$ cat config.mk
export PLATFORM = sky130hd
export DESIGN_NAME = demux_rr_dispatch
export DESIGN_NICKNAME = d
export VERILOG_FILES = /design/src/rtl/demux_rr_dispatch.sv
export SDC_FILE = /design/constraint.sdc
export NUM_CORES = 1
export LEC_CHECK = 0
export ABC_AREA = 1
export CAP_MARGIN = 15
export CELL_PAD_IN_SITES_DETAIL_PLACEMENT = 0
export CELL_PAD_IN_SITES_GLOBAL_PLACEMENT = 2
export CORE_UTILIZATION = 25
export CTS_BUF_LIST = sky130_fd_sc_hd__clkbuf_4 sky130_fd_sc_hd__clkbuf_8
export DETAILED_ROUTE_END_ITERATION = 12
export GPL_ROUTABILITY_DRIVEN = 0
export PLACE_DENSITY = 0.84
export SLEW_MARGIN = 20
export SYNTH_ARGS = -nofsm -noshare
export SYNTH_HDL_FRONTEND = slang
export SYNTH_SLANG_ARGS = --single-unit
$ cat constraint.sdc
create_clock -name clk -period 1.46 [get_ports clk]
set_input_delay 0.292 -clock clk [delete_from_list [all_inputs] [get_ports clk]]
set_output_delay 0.292 -clock clk [all_outputs]
set_load 0.05 [all_outputs]
$ cat src/rtl/demux_rr_dispatch.sv
// Round-robin 1-to-4 dispatcher: each accepted word goes to the next lane in
// strict order 0,1,2,3 and is held in that lane's register until its consumer takes it.
module demux_rr_dispatch #(
  parameter int BITS  = 4,
  parameter int CNT_W = 8
) (
  input  logic             clk,
  input  logic             rst,
  input  logic [BITS-1:0]  in_data,
  input  logic             in_valid,
  output logic             in_ready,
  output logic [BITS-1:0]  out0,
  output logic [BITS-1:0]  out1,
  output logic [BITS-1:0]  out2,
  output logic [BITS-1:0]  out3,
  output logic [3:0]       out_valid,
  input  logic [3:0]       out_ready,
  output logic [1:0]       sel,
  output logic [CNT_W-1:0] acc_cnt
);

  localparam int LANES = 4;
  localparam int PTR_W = 2;

  logic [PTR_W-1:0] sel_q, sel_d;
  logic [CNT_W-1:0] acc_cnt_q, acc_cnt_d;
  logic [LANES-1:0] lane_full;
  logic [BITS-1:0]  lane_dat [LANES];
  logic             accept;

  // The pointed-at lane can take a word if it is empty or emptying this cycle;
  // later lanes are never used out of turn, which keeps word order intact.
  assign in_ready = ~lane_full[sel_q] | out_ready[sel_q];
  assign accept   = in_valid & in_ready;

  always_comb begin
    sel_d     = sel_q;
    acc_cnt_d = acc_cnt_q;
    if (accept) begin
      sel_d     = sel_q + PTR_W'(1);
      acc_cnt_d = acc_cnt_q + CNT_W'(1);
    end
  end

  always_ff @(posedge clk) begin
    if (rst) begin
      sel_q     <= '0;
      acc_cnt_q <= '0;
    end else begin
      sel_q     <= sel_d;
      acc_cnt_q <= acc_cnt_d;
    end
  end

  for (genvar i = 0; i < LANES; i++) begin : g_lane
    logic            fill;
    logic            drain;
    logic            full_d, full_q;
    logic [BITS-1:0] dat_d, dat_q;

    // A same-cycle fill and drain keeps the lane full with the new word.
    always_comb begin
      fill   = accept & (sel_q == PTR_W'(i));
      drain  = full_q & out_ready[i];
      full_d = fill | (full_q & ~drain);
      dat_d  = fill ? in_data : dat_q;
    end

    always_ff @(posedge clk) begin
      if (rst) begin
        full_q <= 1'b0;
        dat_q  <= '0;
      end else begin
        full_q <= full_d;
        dat_q  <= dat_d;
      end
    end

    assign lane_full[i] = full_q;
    assign lane_dat[i]  = dat_q;
  end

  assign out_valid = lane_full;
  assign out0      = lane_dat[0];
  assign out1      = lane_dat[1];
  assign out2      = lane_dat[2];
  assign out3      = lane_dat[3];
  assign sel       = sel_q;
  assign acc_cnt   = acc_cnt_q;

endmodule
==> flow_metrics.env <==
export IMPL_status="finished, final reports clean"
export IMPL_clock_skew_ps=7.22
export IMPL_start_util_pct=26.2
export IMPL_cts_num_sinks=30
export IMPL_cts_buffer_depth=2
export IMPL_synth_top_family_by_area="simple AND/OR/NAND/NOR gates"
export IMPL_setup_viol=0
export IMPL_ios=42
export IMPL_insertion_delay_ps=290
export IMPL_synth_top_area_share_pct=38.0
export IMPL_final_hold_viol_count=0
export IMPL_synth_top_area_cell="dfxtp_1"
export IMPL_synth_cells=232
export IMPL_wl_per_cell_um=10.8
export IMPL_cts_root_buf="clkbuf_8"
export IMPL_syn_num_nets=248
export IMPL_grt_max_degree=24
export IMPL_critPathKind="register to output port"
export IMPL_grt_pass1_vias=1425
export IMPL_synth_compound_gate_area_share_pct=5.07
export IMPL_ant_nets=0
export IMPL_die_y_um=81.5
export IMPL_synthDistinctLibCells=23
export IMPL_yosysWarnings=0
export IMPL_hold_depth=4
export IMPL_synth_fa_ha_area_share_pct=3.96
export IMPL_r2r_end="out0[2]$_SDFFE_PP0P_"
export IMPL_drive_above_1_share_pct=27.0
export IMPL_routed_wl_mm=3.89
export IMPL_critPathCaptureType="output port"
export IMPL_core_um2=6030
export IMPL_final_area_um2=2590
export IMPL_ys_seq_area_share_pct=38.0
export IMPL_synthTopCellsByArea="dfxtp_1, nand2_1, inv_1, nor2_1, nand4_1"
export IMPL_grt_pass1_wl_mm=6.51
export IMPL_rsz0062_at_grt="false"
export IMPL_timing_fmax_ghz=0.714
export IMPL_fillers=627
export IMPL_finalCritPeriodShare_pct=95.9
export IMPL_rows=28
export IMPL_regToRegStartpoint="sel[0]$_SDFFE_PP0P_"
export IMPL_yosys_area_share_simple_pct=34.5
export IMPL_dp_hpwl_mm=2.90
export IMPL_max_cap_violations=0
export IMPL_critical_path_arrival_ps=1110
export IMPL_place_area_um2=2430
export IMPL_hold_ws_ps=388
export IMPL_hp_class="input pin to register"
export IMPL_start_kind="register"
export IMPL_routed_via_count=1514
export IMPL_rrSetupSlack_ps=140
export IMPL_required_ps=1170
export IMPL_synthMuxAreaShare_pct=0
export IMPL_worstMarginPinSlew_ps=537
export IMPL_fin_crit_ps=1400
export IMPL_die_w_um=81.5
export IMPL_hold_path_endpoint="g_lane[3].full_q$_SDFF_PP0_"
export IMPL_nets=300
export IMPL_antennaDiodeCount=0
export IMPL_antenna_found_initial=0
export IMPL_numPortBuffers=41
export IMPL_syn_cell_area_um2=1580
export IMPL_min_from="out_ready[3]"
export IMPL_p_leak_uw=0.00115
export IMPL_numCtsBuffers=5
export IMPL_fp_dieArea_um2=6640
export IMPL_slew_headroom_pct=64.1
export IMPL_vias_per_cell=4.21
export IMPL_first_pass_iters=4
export IMPL_cts_htree_levels=2
export IMPL_drt_iter0_markers=45
export IMPL_drc=0
export IMPL_synthXorXnorAreaFrac_pct=1.66
export IMPL_clk_pin_slew_ps=70
export IMPL_power_per_cell_area_nw_per_um2=1010
export IMPL_tritoncts="built"
export IMPL_slew_violations=0
export IMPL_grt_overflow=0
export IMPL_vdd_drop_max_uv=419
export IMPL_rr_worst_depth=9
export IMPL_area_delta_synth_final_pct=64.1
export IMPL_grt_util_all_layers_pct=13.0
export IMPL_crit_fanout=6
export IMPL_synth_seq_cells=30
export IMPL_syn_mean_instance_area_um2=6.81
routing by layer:
layer	vias to the layer above	track usage, %	wire length, um
met5	-	0	0
met4	0	5.36	56
met3	8	3.33	203
met2	34	21.6	1810
met1	654	15.7	1820
li1	818	-	-
critical path, stage by stage, from the launching register on:
cell and delay (ps):
dfxtp_4 400, inv_6 60, nand3_2 60, nand3_2 80
nand2_4 90, buf_12 140
cells by family (layout without fill, tap and decap cells):
kind of cell / Yosys count / in the layout
and+or+nand+nor: 118 / 118
buffers and inverters: 60 / 113
DFF: 30 / 30
AOI/OAI and AO/OA: 16 / 16
adders and majority gates: 5 / 5
xor gates and xnor gates: 3 / 3
synthesized netlist by cell type:
library cell and number:
nand2_1 52, inv_1 46, dfxtp_1 30, nor2_1 28, nand4_1 16, nand3_1 14, a21oi_1 10, buf_4 5
ha_1 5, nand3_2 5, o21ai_1 4, clkbuf_1 3, buf_2 2, o21ai_0 2, xnor2_1 2, buf_1 1
buf_6 1, buf_8 1, inv_2 1, nand2_2 1, nand2_4 1, nand3b_1 1, xor2_1 1
stage by stage:
| step | cells | power [uW] | setup WS (ps) | TNS (ps) | utilization (%) |
|---|---|---|---|---|---|
| after floorplan | 232 | 1490 | 31.8 | 0 | - |
| after global placement | 349 | 1900 | -215 | -4810 | 40.3 |
| after detailed placement | 349 | 1910 | -279 | -5790 | 40.3 |
| after CTS | 359 | 2650 | 1.43 | 0 | 42.5 |
| after global routing | 360 | 2780 | 4.11 | 0 | 43.0 |
| final | 360 | 2630 | 60.3 | 0 | 43.0 |
power by group:
group	leakage [uW]	switching [uW]	internal (uW)
logic	0.000858	519	437
registers	0.000247	84.3	886
clock network	0.0000472	326	378
total	0.00115	930	1700
layout make-up:
cell class	instances	area, um2	area share (%)
clock buffer	6	82.6	3.18
clock inverter	2	12.5	0.482
inverter	47	181	6.99
multi-input combinational	142	754	29.1
sequential	30	613	23.6
tap	75	93.8	3.62
timing repair buffer	58	856	33.0
cells in the final DEF, fill, tap and decap left out, drive strengths merged:
cell type / instances
a21oi: 10
buf: 48
clkdlybuf4s50: 6
clkbuf: 6
inv: 47
o21ai: 6
nand3: 19
nand4: 16
clkinvlp: 1
nand2: 54
nand3b: 1
nor2: 28
ha: 5
xor2: 1
dlygate4sd2: 4
clkinv: 1
xnor2: 2
dfxtp: 30
how the worst max path moves through the flow:
stage | start | depth (start not counted) | slack (ps) | endpoint
2_1_floorplan | acc_cnt[3]$_SDFFE_PP0P_ | 7 | 30 | acc_cnt[7]$_SDFFE_PP0P_
3_3_place_gp | out_ready[2] | 9 | -210 | acc_cnt[0]$_SDFFE_PP0P_
3_5_place_dp | out_ready[0] | 9 | -280 | acc_cnt[1]$_SDFFE_PP0P_
4_1_cts | sel[0]$_SDFFE_PP0P_ | 5 | 1 | in_ready
5_1_grt | sel[0]$_SDFFE_PP0P_ | 5 | 4 | in_ready
6_report | sel[0]$_SDFFE_PP0P_ | 5 | 60 | in_ready
what timing repair did:
action                     4_1_cts  5_1_grt
pin swaps                        4        4
gates resized for setup         12        8
hold buffers                     0        0
setup endpoints to repair        1       10
setup buffers                    2        1
hold endpoints to repair         0        0
registers in the layout (all words and copies together), names as in the netlist:
name           cells
out0               4
out2               4
out3               4
out1               4
acc_cnt            8
g_lane.full_q      4
sel                2
(Power assumes the default switching activity.)
